===== src/rtl/onehot_decoder_scan.sv =====
// Binary-to-one-hot decoder with registered valid/ready output stage and an
// autonomous scan mode that sweeps every index with a programmable hold time.
module onehot_decoder_scan #(
  parameter int unsigned SEL_W  = 3,
  parameter int unsigned HOLD_W = 8
) (
  input  logic                  clk,
  input  logic                  rst_n,
  input  logic                  mode,
  input  logic                  in_valid,
  output logic                  in_ready,
  input  logic [SEL_W-1:0]      in_sel,
  input  logic                  in_en,
  input  logic [HOLD_W-1:0]     hold_cycles,
  input  logic                  scan_start,
  input  logic                  scan_stop,
  output logic                  out_valid,
  input  logic                  out_ready,
  output logic [(1<<SEL_W)-1:0] out_onehot,
  output logic [SEL_W-1:0]      out_idx,
  output logic                  busy,
  output logic                  wrap
);

  localparam int unsigned OUT_W = 1 << SEL_W;
  localparam logic [SEL_W-1:0]  LAST_IDX = SEL_W'(OUT_W - 1);
  localparam logic [HOLD_W-1:0] ONE_H    = HOLD_W'(1);

  typedef enum logic [1:0] {
    S_IDLE    = 2'd0,
    S_HOLD    = 2'd1,
    S_PRESENT = 2'd2
  } state_e;

  state_e              state_q, state_d;
  logic                valid_q, valid_d;
  logic [OUT_W-1:0]    onehot_q, onehot_d;
  logic [SEL_W-1:0]    idx_q, idx_d;
  logic                busy_q, busy_d;
  logic                wrap_q, wrap_d;
  logic                stop_q, stop_d;
  logic [HOLD_W-1:0]   hold_q, hold_d;
  logic [HOLD_W-1:0]   cnt_q, cnt_d;

  logic                accept;
  logic                out_hs;
  logic                start_ok;
  logic                stop_now;
  logic                hold_last;
  logic [HOLD_W-1:0]   hold_eff;
  logic [SEL_W-1:0]    idx_nxt;

  function automatic logic [OUT_W-1:0] onehot_of(input logic [SEL_W-1:0] sel);
    logic [OUT_W-1:0] w;
    w      = '0;
    w[sel] = 1'b1;
    return w;
  endfunction

  // A zero hold request is treated as a one-cycle hold
  assign hold_eff  = (hold_cycles == '0) ? ONE_H : hold_cycles;
  assign in_ready  = (state_q == S_IDLE) && !mode && (!valid_q || out_ready);
  assign accept    = in_valid && in_ready;
  assign out_hs    = valid_q && out_ready;
  assign start_ok  = (state_q == S_IDLE) && mode && scan_start && !valid_q;
  assign stop_now  = stop_q || scan_stop;
  assign hold_last = (cnt_q <= ONE_H);
  assign idx_nxt   = idx_q + SEL_W'(1);

  // State register
  always_ff @(posedge clk or negedge rst_n) begin
    if (!rst_n) begin
      state_q <= S_IDLE;
    end else begin
      state_q <= state_d;
    end
  end

  // Next-state logic
  always_comb begin
    state_d = state_q;
    case (state_q)
      S_IDLE: begin
        if (start_ok) begin
          state_d = (hold_eff == ONE_H) ? S_PRESENT : S_HOLD;
        end
      end
      S_HOLD: begin
        if (hold_last) begin
          state_d = S_PRESENT;
        end
      end
      S_PRESENT: begin
        if (out_hs) begin
          if (stop_now) begin
            state_d = S_IDLE;
          end else if (hold_q != ONE_H) begin
            state_d = S_HOLD;
          end
        end
      end
      default: state_d = S_IDLE;
    endcase
  end

  // Output and datapath next values
  always_comb begin
    valid_d  = valid_q;
    onehot_d = onehot_q;
    idx_d    = idx_q;
    busy_d   = busy_q;
    wrap_d   = 1'b0;
    stop_d   = stop_q;
    hold_d   = hold_q;
    cnt_d    = cnt_q;
    case (state_q)
      S_IDLE: begin
        if (accept) begin
          valid_d  = 1'b1;
          onehot_d = in_en ? onehot_of(in_sel) : '0;
          idx_d    = in_sel;
        end else if (out_hs) begin
          valid_d = 1'b0;
        end
        if (start_ok) begin
          hold_d   = hold_eff;
          cnt_d    = hold_eff - ONE_H;
          idx_d    = '0;
          onehot_d = onehot_of(SEL_W'(0));
          busy_d   = 1'b1;
          stop_d   = 1'b0;
          valid_d  = (hold_eff == ONE_H);
        end
      end
      S_HOLD: begin
        if (scan_stop) begin
          stop_d = 1'b1;
        end
        if (hold_last) begin
          cnt_d   = '0;
          valid_d = 1'b1;
        end else begin
          cnt_d = cnt_q - ONE_H;
        end
      end
      S_PRESENT: begin
        if (scan_stop) begin
          stop_d = 1'b1;
        end
        if (out_hs) begin
          if (stop_now) begin
            valid_d  = 1'b0;
            onehot_d = '0;
            busy_d   = 1'b0;
            stop_d   = 1'b0;
          end else begin
            idx_d    = idx_nxt;
            onehot_d = onehot_of(idx_nxt);
            wrap_d   = (idx_q == LAST_IDX);
            cnt_d    = hold_q - ONE_H;
            valid_d  = (hold_q == ONE_H);
          end
        end
      end
      default: begin
        valid_d = 1'b0;
        busy_d  = 1'b0;
        stop_d  = 1'b0;
      end
    endcase
  end

  // Datapath registers
  always_ff @(posedge clk or negedge rst_n) begin
    if (!rst_n) begin
      valid_q  <= 1'b0;
      onehot_q <= '0;
      idx_q    <= '0;
      busy_q   <= 1'b0;
      wrap_q   <= 1'b0;
      stop_q   <= 1'b0;
      hold_q   <= ONE_H;
      cnt_q    <= '0;
    end else begin
      valid_q  <= valid_d;
      onehot_q <= onehot_d;
      idx_q    <= idx_d;
      busy_q   <= busy_d;
      wrap_q   <= wrap_d;
      stop_q   <= stop_d;
      hold_q   <= hold_d;
      cnt_q    <= cnt_d;
    end
  end

  assign out_valid  = valid_q;
  assign out_onehot = onehot_q;
  assign out_idx    = idx_q;
  assign busy       = busy_q;
  assign wrap       = wrap_q;

  // Structural invariants of the decoder and sweep controller
  a_onehot0: assert property (@(posedge clk) disable iff (!rst_n) $onehot0(onehot_q));
  a_ready_idle: assert property (@(posedge clk) disable iff (!rst_n)
    in_ready |-> (state_q == S_IDLE));
  a_busy_state: assert property (@(posedge clk) disable iff (!rst_n)
    busy_q == (state_q != S_IDLE));

endmodule


===== config.mk =====
export PLATFORM = sky130hd
export DESIGN_NAME = onehot_decoder_scan
export DESIGN_NICKNAME = d
export VERILOG_FILES = /design/src/rtl/onehot_decoder_scan.sv
export SDC_FILE = /design/constraint.sdc
export NUM_CORES = 1
export LEC_CHECK = 0
export ABC_AREA = 1
export CORE_MARGIN = 2
export CORE_UTILIZATION = 61
export CTS_BUF_LIST = sky130_fd_sc_hd__clkbuf_2 sky130_fd_sc_hd__clkbuf_4 sky130_fd_sc_hd__clkbuf_8
export DETAILED_ROUTE_END_ITERATION = 8
export GPL_TIMING_DRIVEN = 0
export PLACE_DENSITY = 0.85
export SYNTH_ARGS = -nofsm -noshare
export SYNTH_HDL_FRONTEND = slang
export SYNTH_SLANG_ARGS = --single-unit

===== constraint.sdc =====
create_clock -name clk -period 3.1 [get_ports clk]
set_clock_uncertainty 0.1 [all_clocks]
set_input_delay 0.31 -clock clk [delete_from_list [all_inputs] [get_ports clk]]
set_output_delay 0.31 -clock clk [all_outputs]
set_load 0.02 [all_outputs]

# After elaboration in Yosys (flattened, before gate mapping)
# Cells that the tools add are included.
[classes]
bitwise = 1
n_addsub = 4
eq_ne = 14
magnitude_cmp = 5
muxes = 47
reduce_logical = 24
[ops]
columns = ["op", "count"]
rows = [
  ["8-bit two-way mux", 10],
  ["8-bit case mux with 3 select lines", 1],
  ["8-bit by 1-bit subtractor with 8-bit output (second input constant)", 3],
  ["1-bit two-way mux", 18],
  ["8-bit by 1-bit equality test with 1-bit output (second input constant)", 2],
  ["8-bit case mux with 2 select lines", 1],
  ["4-bit AND reduction", 4],
  ["2-bit two-way mux", 6],
  ["3-bit two-way mux", 4],
  ["2-bit != test (second input constant)", 5],
  ["1-bit logical AND", 9],
  ["1-bit case mux with 3 select lines", 3],
  ["8-bit by 1-bit <= comparator with 1-bit output (second input constant)", 1],
  ["8-bit logical NOT", 1],
  ["3-bit by 4-bit less-than comparator with 1-bit output (second input constant)", 2],
  ["8-bit by 1-bit != test with 1-bit output (second input constant)", 1],
  ["1-bit demux with 3-bit select", 2],
  ["3-bit by 1-bit >= comparator with 1-bit output (second input constant)", 2],
  ["3-bit != test (second input constant)", 2],
  ["2-bit case mux with 3 select lines", 1],
  ["3-bit case mux with 2 select lines", 1],
  ["3-bit AND reduction", 2],
  ["4-bit != test (second input constant)", 1],
  ["3-bit by 1-bit adder with 3-bit output (second input constant)", 1],
  ["other kinds (10)", 12],
]
[word_totals]
reg_bits = 33
wordCells = 104

# Longest topological paths before layout
# Gate-level depths: netlist of the first run.
[logic_depth]
ltp_word = 8
depth_mapped = 13
mapped_depth_nobuf = 13

# Worst setup path before layout of the first run
# No wires, ideal clock.
[synth_timing]
kind = "register to register"
start = "register state_q[0]"
end = "register idx_q[0] (netlist: out_idx[0])"
setup_time_ns = 0.126
slack_ns = 1.374
required_ns = 2.874
path_stages_with_launch = 11
arrival_time_ns = 1.500
n_path_buf = 1
path_cell_list = "dfrtp_1 inv_1 ha_1 inv_2 nor2_2 nand3_2 buf_2 nand3_1 o21ai_0 nor2_1 a21oi_1"
[synth_via]
elab_chain_len = 6
[synth_rtl]
columns = ["item", "line", "source"]
rows = [
  ["start: declaration", "35", "state_e state_q, state_d;"],
  ["start signal: assignment", "75", "state_q <= state_d;"],
  ["2-bit logical NOT", "62, 65, 116", ""],
  ["1-bit logical AND, on equally long branches (2 in a row)", "62, 65", ""],
  ["1-bit logical AND, on equally long branches", "63, 65", ""],
  ["3-bit != test (no line) / 3-bit two-way mux (equally long branches)", "n/a", ""],
  ["4-bit AND reduction (no line) / 3-bit case mux with 2 select lines (equally long branches)", "n/a", ""],
  ["end signal: assignment", "187", "idx_q <= idx_d;"],
  ["end: declaration", "38", "logic [SEL_W-1:0] idx_q, idx_d;"],
]
# Several ways; a longest one is shown, not always the timed one.
# A chain may end at the register's enable or synchronous reset.

# Worst setup path in the final report of the first run
[layout_timing]
start = "register state_q[0]"
end = "output in_ready"
[layout_via]
elab_chain_len = 3
[layout_rtl]
columns = ["item", "line", "source"]
rows = [
  ["2-bit logical NOT", "62", "assign in_ready = (state_q == S_IDLE) && !mode && (!valid_q || out_ready);"],
  ["1-bit logical AND (2 in a row)", "62", ""],
  ["end: declaration", "11", "output logic in_ready,"],
]
# Every way passes these cells.

==> flow_metrics.tcl, run 1 <==
set metrics [dict create \
    whs_path_depth 2 \
    gp_congestion 0.906 \
    p_seq_share_pct 46.6 \
    die_h_um 65.1 \
    netlist_area_mm2 0.00227 \
    finalCritPeriodShare_pct 73.9 \
    power.switching_mw 0.196 \
    diodes 0 \
    clock_sinks 33 \
    synth_compound_area_share_pct 14.7 \
    route.detailed.drc 0 \
    p_int_mw 0.727 \
    yosysWarningCount 0 \
    min_period_ns 2.29 \
    synth-seq-cells 33 \
    numCtsBuffers 5 \
    syn_avg_cell_area_um2 6.98 \
    synth_edf_count 0 \
    p_leak_nw 1.32 \
    hpwl_mm 4.24 \
    synth_mux_area_share_pct 0.990 \
    synthesis.nets 357 \
    port_buffers 33 \
    antenna_found_initial 0 \
    synth_top_area_share_pct 35.2 \
    routed_wl_mm 5.71 \
    tritoncts "built" \
    yosysTopAreaCell "dfrtp_1" \
    pwr-share-comb_pct 5.9 \
    mostFrequentLayoutCell "nand2_1" \
    reg2reg_depth 9 \
    final_hold_viol_count 0 \
    holdBufCountCts 1 \
    ant_nets 0 \
    instances_no_fill 416 \
    clockPowerShare_pct 47.5 \
    slowest_delay_ns 0.60 \
    crit_arrival_ns 1.88 \
    cpMaxStageDelayCell "clkdlybuf4s50_1" \
    grt_pass1_vias 2133 \
    cts_max_path_buffers 2 \
    start_util_pct 62.6 \
    timing.fmax_mhz 436 \
    crit_chain "inv_1 > ha_1 > nand2_1 > nor2_1 > clkdlybuf4s50_1" \
    grt_pass1_wl_mm 9.72 \
    io_pins 34 \
    setup_viol 0 \
    synth.distinct_cells 29 \
    mostFrequentLayoutCells "83 x nand2_1, 42 x inv_1, 39 x o21ai_0" \
    endpoint_kind "primary output" \
    path_class "reg2out" \
    rsz0062_at_grt "false" \
    synth-seq-area-share_pct 36.4 \
    synth_area_leaders "dfrtp_1 35%, nand2_1 14%, o21ai_0 8.6%" \
    drtIter0Drc 188 \
    grt_overflow 0 \
    cp-start-kind "register" \
    tightest_slew_ns 0.722 \
    syn2layout_area_growth_pct 22.7 \
    clock_latency_ns 0.29 \
    rows 22 \
    synthXorXnorAreaFrac_pct 1.16 \
    fill_cells 302 \
    fin_tns_setup_ns 0 \
    hold_path.class "reg2reg" \
    cellPowerDensity_mw_per_mm2 331 \
    cts-root-buf "clkbuf_8" \
    synth_flop_cell "dfrtp_1" \
    grt_usage_pct 30.0 \
    grt_max_degree 34 \
    peakVddDrop_mv 0.275 \
    required_ns 2.69 \
    dr.pass1.iters 5 \
    status "completed" \
    avgViaCountPerCell 5.70 \
    async_flop_share_pct 100 \
    swShare_pct 21.3 \
    coreArea_mm2 0.00363 \
    slew_viol_final 0 \
    cts_setup_buffers 0 \
    synth_fa_ha_area_share_pct 6.60 \
    synth_top_family_by_area "simple AND/OR/NAND/NOR gates" \
    die_x_um 65.1 \
    vias 2371 \
    routedWlPerCell_um 13.7 \
    nNetsFinal 398 \
    yosys.area_share.simple_pct 31.7 \
    drive_gt1_share_pct 6.52 \
    path_clk_slew_ns 0.07 \
    dp_cells 407 \
    post_cts_resized 0 \
    h-tree-depth 2 \
    syn_inst 326 \
    cp_max_fo 5 \
    relSlewSlack_pct 51.9 \
    max_cap_violations 0 \
    die_area_mm2 0.00423 \
]
==> area by class of cell <==
type,count,area (um2),area share [%]
timing repair buffer,34,335,12.0
multi-input combinational,244,1250,44.9
tap,48,60.1,2.15
clock inverter,1,30.0,1.08
inverter,44,166,5.96
sequential,33,827,29.6
clock buffer,7,90.1,3.23
buffer,5,27.5,0.987
==> final timing paths <==
kind,startpoint,endpoint,slack [ns]
max in group asynchronous,rst_n,hold_q[5],1.92
worst min-delay path,busy,busy,0.38
worst max register to register,cnt_q[0],cnt_q[3],1.05
worst min register to register,busy,busy,0.38
worst max-delay path,state_q[0],in_ready,0.81
min in group asynchronous,rst_n,state_q[0],0.51
==> per-layer routing <==
| layer | global-route usage (%) | wire length [um] | up-vias |
|---|---|---|---|
| met4 | 8.33 | 72 | 0 |
| met3 | 5.56 | 408 | 13 |
| met1 | 40.2 | 2500 | 1086 |
| li1 | - | - | 1154 |
| met5 | 0 | 0 | - |
| met2 | 49.7 | 2730 | 118 |
==> state kept, by name, indices dropped and copies added (netlist names) <==
register / count
cnt_q: 8
stop_q: 1
out_valid: 1
wrap: 1
out_idx: 3
busy: 1
state_q: 2
hold_q: 8
out_onehot: 8
==> logic make-up (layout without fill, tap and decap cells) <==
logic type               Yosys count  count (layout)
AO/OA/AOI/OAI                     62              62
XOR/XNOR                           3               3
adder cells (fa/ha/maj)           12              12
buffers and inverters             49              91
flip-flops                        33              33
multiplexers                       2               2
AND/OR/NAND/NOR                  165             165
==> power groups by stage <==
stage / clock (mW) / combinational, mW / sequential, mW
floorplan: 0 / 0.0151 / 0.439
global placement: 0 / 0.0533 / 0.439
detailed placement: 0 / 0.0535 / 0.439
CTS: 0.436 / 0.0548 / 0.430
global route: 0.454 / 0.0611 / 0.430
finish: 0.438 / 0.0546 / 0.430
==> metrics by stage <==
stage	hold WS, ns	power [mW]	area [um2]	setup slack (ns)	utilization, %
floorplan	-0.0856	0.454	2270	1.37	-
global placement	0.364	0.492	2670	0.674	73.3
detailed placement	0.310	0.492	2660	0.673	73.2
CTS	0.389	0.921	2790	0.815	76.8
global route	0.410	0.946	2790	0.647	76.8
finish	0.383	0.923	2790	0.808	76.8
==> cell usage after synthesis (3+ instances only) <==
library cell and n:
nand4_1 6, xor2_1 3, nand2_1 83, o22ai_1 8
nor2_1 28, nor3_1 3, o21ai_0 39, ha_1 12
nand3_1 37, a21oi_1 9, inv_1 42, dfrtp_1 32
==> critical path: cells and delay by family (launching register included) <==
kind,cells,cell delay [ns]
adder cells (fa/ha/maj),1,0.29
flip-flops,1,0.41
AND/OR/NAND/NOR,2,0.16
buffers and inverters,2,0.73
(Power assumes the default switching activity.)
==> inputs of run 2 (changes only) <==
Settings changed: CORE_UTILIZATION 61 to 56, PLACE_DENSITY 0.85 to 0.79.
Clock period 3.1 ns to 2.2 ns, I/O delays scaled along.
==> run 2 against run 1 <==
Net effect:
- sequential share of layout area up 0.25 points
- die area up 8.4%
- clock power up 4%
- total power up 23%
- non-clock buffer count unchanged
- via count down 4.3%
- cell count up 0.48%
- global-route usage down 4.1 points
- final area down 0.85%
- critical path depth up 8
- register-to-register slack worse by 0.84 ns
- critical path type is now in2reg
- critical endpoint is now cnt_q[6]
==> flow_metrics.tcl, run 2 (synthesis results as in run 1) <==
set metrics [dict create \
    status "completed" \
    cp-start-kind "input port" \
    grt_usage_pct 25.9 \
    max_cap_violations 0 \
    p_leak_nw 1.32 \
    numCtsBuffers 5 \
    grt_max_degree 34 \
    critPathTopFamily "simple AND/OR/NAND/NOR gates" \
    required_ns 2.28 \
    cellPowerDensity_mw_per_mm2 411 \
    grt_overflow 0 \
    drtIter0Drc 165 \
    tritoncts "built" \
    hpwl_mm 4.24 \
    place_ws_ns -0.150 \
    final_hold_viol_count 0 \
    seqCellArea_um2 827 \
    vias 2270 \
    final_util_pct 70.2 \
    reg2reg_depth 10 \
    fill_cells 347 \
    avgViaCountPerCell 5.43 \
    io_pins 34 \
    clock_latency_ns 0.29 \
    worstSetupPathDepth 13 \
    grt_pass1_wl_mm 8.95 \
    route.detailed.drc 0 \
    die_h_um 67.7 \
    grt_pass1_vias 2046 \
    crit_arrival_ns 2.09 \
    rsz0062_at_grt "false" \
    port_buffers 33 \
    routedWlPerCell_um 12.8 \
    nNetsFinal 398 \
    mostFrequentLayoutCell "nand2_1" \
    mostFrequentLayoutCells "83 x nand2_1, 41 x inv_1, 38 x o21ai_0" \
    syn2layout_area_growth_pct 21.6 \
    rows 23 \
    cpMostUsedCell "nand2_1" \
    slowest_delay_ns 0.45 \
    h-tree-depth 2 \
    cp_max_fo 7 \
    relSlewSlack_pct 51.7 \
    clock_sinks 33 \
    cts_setup_buffers 0 \
    whs_path_depth 2 \
    dr.pass1.iters 4 \
    min_period_ns 2.01 \
    die_area_mm2 0.00459 \
    multi_input_area_mm2 0.00126 \
    gp_congestion 0.879 \
    crit_chain "clkdlybuf4s50_1 > inv_1 > nand2_1 > nor2_1 > nand2_1 > nand2_1 > inv_2 > ha_2 > nand4_1 > o21ai_0 > o211ai_1 > nand3_1 > nand2_1" \
    cts-root-buf "clkbuf_8" \
    diodes 0 \
    coreArea_mm2 0.00394 \
    cts_max_path_buffers 2 \
    timing.fmax_mhz 496 \
    hold_path.class "reg2reg" \
    slew_viol_final 0 \
    antenna_found_initial 0 \
    layout_setup_ws_ns 0.186 \
    path_class "in2reg" \
    peakVddDrop_mv 0.338 \
    path_clk_slew_ns 0.07 \
    die_x_um 67.7 \
    setup_viol 0 \
    tightest_slew_ns 0.725 \
    routed_wl_mm 5.36 \
    finalCritPeriodShare_pct 91.6 \
    ant_nets 0 \
    drive_gt1_share_pct 7.34 \
    start_util_pct 57.7 \
    cpMaxStageDelayCell "clkdlybuf4s50_1" \
    endpoint_kind "register" \
    crit_buf_inv 3 \
]
-- run 2: routing by layer --
metal  GRT usage (%)  vias to the layer above  part of all wire, %
li1                -                     1161                    -
met1            35.1                     1033                   47
met2            41.7                       67                   46
met3            4.67                        9                  5.2
met4            7.91                        0                  1.3
met5               0                        -                    0
-- run 2: path summary, 6_finish.rpt --
kind                                      from       endpoint  slack, ns
worst max register to register      state_q[0]     state_q[0]       0.21
worst min register to register   out_onehot[4]  out_onehot[4]       0.38
worst min-delay path             out_onehot[4]  out_onehot[4]       0.38
max in group asynchronous                rst_n  out_onehot[4]       1.12
worst max-delay path            hold_cycles[2]       cnt_q[6]       0.19
min in group asynchronous                rst_n     state_q[0]       0.42
-- run 2: cell type report --
type                       instances  share of cell area (%)
inverter                          44                    6.02
timing repair buffer              34                    12.2
sequential                        33                    29.9
clock buffer                       5                    2.49
tap                               50                    2.26
buffer                             5                   0.995
clock inverter                     3                   0.633
multi-input combinational        244                    45.5
-- run 2: what timing repair did --
action / CTS / global route
setup endpoints to repair: 0 / 9
hold buffers: 1 / 0
endpoints found under the hold margin: 32 / 0
resized for setup: 0 / 5
-- run 2: metrics by stage --
stage | area, um2 | std cells | hold WS, ns | power (mW) | setup TNS, ns
6_report | 2770 | 418 | 0.383 | 1.14 | 0
5_1_grt | 2770 | 418 | 0.402 | 1.17 | 0
4_1_cts | 2760 | 418 | 0.386 | 1.14 | 0
3_5_place_dp | 2660 | 409 | 0.217 | 0.693 | -0.222
3_3_place_gp | 2670 | 409 | 0.364 | 0.694 | -0.196
2_1_floorplan | 2270 | 326 | -0.176 | 0.640 | 0
-- run 2: worst reg2reg max path: cells and delay by family, from the launching register on --
family | cells | cell delay, ns
buffers and inverters | 4 | 0.50
AOI/OAI and AO/OA | 1 | 0.08
and+or+nand+nor | 4 | 0.63
adders and majority gates | 1 | 0.16
DFF | 1 | 0.41
-- run 2: report_power, final --
group	internal [mW]	switching [mW]	total, mW
registers	0.606	0.0000000000000000169	0.606
logic	0.0363	0.0404	0.0767
clock network	0.218	0.236	0.454
total	0.861	0.276	1.14
==> inputs of run 3 (changes only) <==
Settings changed: CORE_UTILIZATION 56 to 51, PLACE_DENSITY 0.79 to 0.76.
Clock period 2.2 ns to 1.65 ns, I/O delays scaled along.
==> run 3 against run 2 <==
Net effect:
- the flow now finishes with violations (negative setup slack)
- via count grew 11%
- first-iteration DRC count grew 53%
- final area increased by 18%
- hold slack got worse by 0.27 ns
- global-route usage is 0.10 points higher
- sequential share of layout area decreased by 4.6 points
- critical path type is now reg2reg
==> flow_metrics.tcl, run 3 (synthesis results as in run 1) <==
set metrics [dict create \
    drive_gt1_share_pct 27.7 \
    fin_tns_setup_ns -1.07 \
    path_clk_slew_ns 0.07 \
    vias 2529 \
    r2r_start "state_q[0]" \
    crit_arrival_ns 1.88 \
    routedWlPerCell_um 15.2 \
    timing.fmax_mhz 550 \
    h-tree-depth 2 \
    power.switching_mw 0.375 \
    die_area_mm2 0.00501 \
    peakVddDrop_mv 0.396 \
    clock_sinks 33 \
    grt_pass1_vias 2351 \
    max_cap_violations 0 \
    swShare_pct 23.6 \
    setup_viol 21 \
    violations "negative setup slack" \
    numCtsBuffers 5 \
    tightest_slew_ns 0.751 \
    drtIter0Drc 253 \
    slew_viol_final 0 \
    avgViaCountPerCell 5.72 \
    final_hold_viol_count 0 \
    status "complete, but fails checks" \
    port_buffers 33 \
    gp_congestion 0.923 \
    relSlewSlack_pct 49.9 \
    routed_wl_mm 6.74 \
    grt_max_degree 34 \
    start_util_pct 52.6 \
    cellPowerDensity_mw_per_mm2 484 \
    grt_overflow 0 \
    path_class "reg2reg" \
    ant_nets 0 \
    clock_latency_ns 0.29 \
    syn2layout_area_growth_pct 44.1 \
    die_h_um 70.8 \
    p_seq_share_pct 51.0 \
    endpoint_kind "register" \
    final_util_pct 75.8 \
    diodes 0 \
    hpwl_mm 4.25 \
    mostFrequentLayoutCells "75 x nand2_1, 31 x dfrtp_1, 28 x inv_1, 28 x nand3_1, 25 x clkdlybuf4s50_1" \
    tritoncts "built" \
    multi_input_area_mm2 0.00156 \
    coreArea_mm2 0.00432 \
    cp-start-kind "register" \
    p_int_mw 1.21 \
    grt_pass1_wl_mm 10.4 \
    rows 24 \
    crit_start "state_q[0]" \
    grt_usage_pct 26.0 \
    dr.pass1.iters 5 \
    nNetsFinal 421 \
    seqCellArea_um2 828 \
    io_pins 34 \
    pwr-share-comb_pct 7.6 \
    fill_cells 339 \
    route.detailed.drc 0 \
    required_ns 1.71 \
    rsz0062_at_grt "true" \
    finalCritPeriodShare_pct 110 \
    cts_max_path_buffers 2 \
    power.total_mw 1.58 \
    min_period_ns 1.82 \
    clockPowerShare_pct 41.4 \
    cts-root-buf "clkbuf_8" \
    min_from "hold_cycles[7]" \
    mostFrequentLayoutCell "nand2_1" \
    layout_setup_ws_ns -0.168 \
    die_x_um 70.8 \
    p_leak_nw 1.46 \
    cp_max_fo 5 \
    hold_path.class "in2reg" \
    antenna_found_initial 0 \
]
==> run 3: area by class of cell <==
type	count	area share, %
multi-input cells	244	47.5
flip-flops and latches	33	25.3
repair inverters	1	0.153
plain buffers	4	1.18
well taps	52	1.99
repair buffers	57	15.6
clock buffers	7	2.75
inverters	44	5.57
==> run 3: final timing paths <==
path	cells after the start	endpoint	slack [ns]
setup reg to reg	10	out_idx[0]	-0.17
hold reg to reg	2	out_onehot[1]	0.38
hold / removal	3	hold_q[7]	0.12
min in group asynchronous	2	cnt_q[4]	0.37
setup / recovery	10	out_idx[0]	-0.17
max in group asynchronous	2	out_idx[0]	0.55
==> run 3: critical path, stage by stage (launching register included) <==
cell and delay (ns):
dfrtp_1 0.41, inv_2 0.11, ha_2 0.18, buf_6 0.12
inv_4 0.04, buf_6 0.12, buf_4 0.15, nand3_4 0.12
o21ai_0 0.12, nor2_1 0.15, a21oi_1 0.07
==> run 3: timing repair <==
action | 4_1_cts | 5_1_grt
endpoints found under the hold margin | 32 | 0
pin swaps | 20 | 16
gates resized for setup | 77 | 38
buffers inserted | 17 | 6
gates cloned | 1 | 0
hold buffers | 1 | 0
endpoints found under the setup margin | 29 | 32
==> run 3: metal layers <==
metal,global-route usage (%),part of all wire (%),vias to the layer above
met4,9.43,2.7,0
met2,42.6,48,113
met5,0,0,-
met3,5.98,6.6,24
met1,33.7,43,1184
li1,-,-,1208
==> run 3: power groups by stage <==
stage / Combinational [mW] / Clock, mW / Sequential, mW
after floorplan: 0.0285 / 0 / 0.824
after global placement: 0.101 / 0 / 0.824
after detailed placement: 0.100 / 0 / 0.824
after CTS: 0.115 / 0.655 / 0.809
after global routing: 0.132 / 0.694 / 0.808
final: 0.120 / 0.655 / 0.809
==> run 3: stage by stage <==
step	setup WS (ns)	hold slack [ns]	instances	cell area [um2]
2_1_floorplan	0.000629	-0.231	326	2300
3_3_place_gp	-0.631	0.364	411	2690
3_5_place_dp	-0.647	0.169	411	2690
4_1_cts	-0.0612	0.241	436	3110
5_1_grt	-0.218	0.158	442	3280
6_report	-0.168	0.118	442	3280
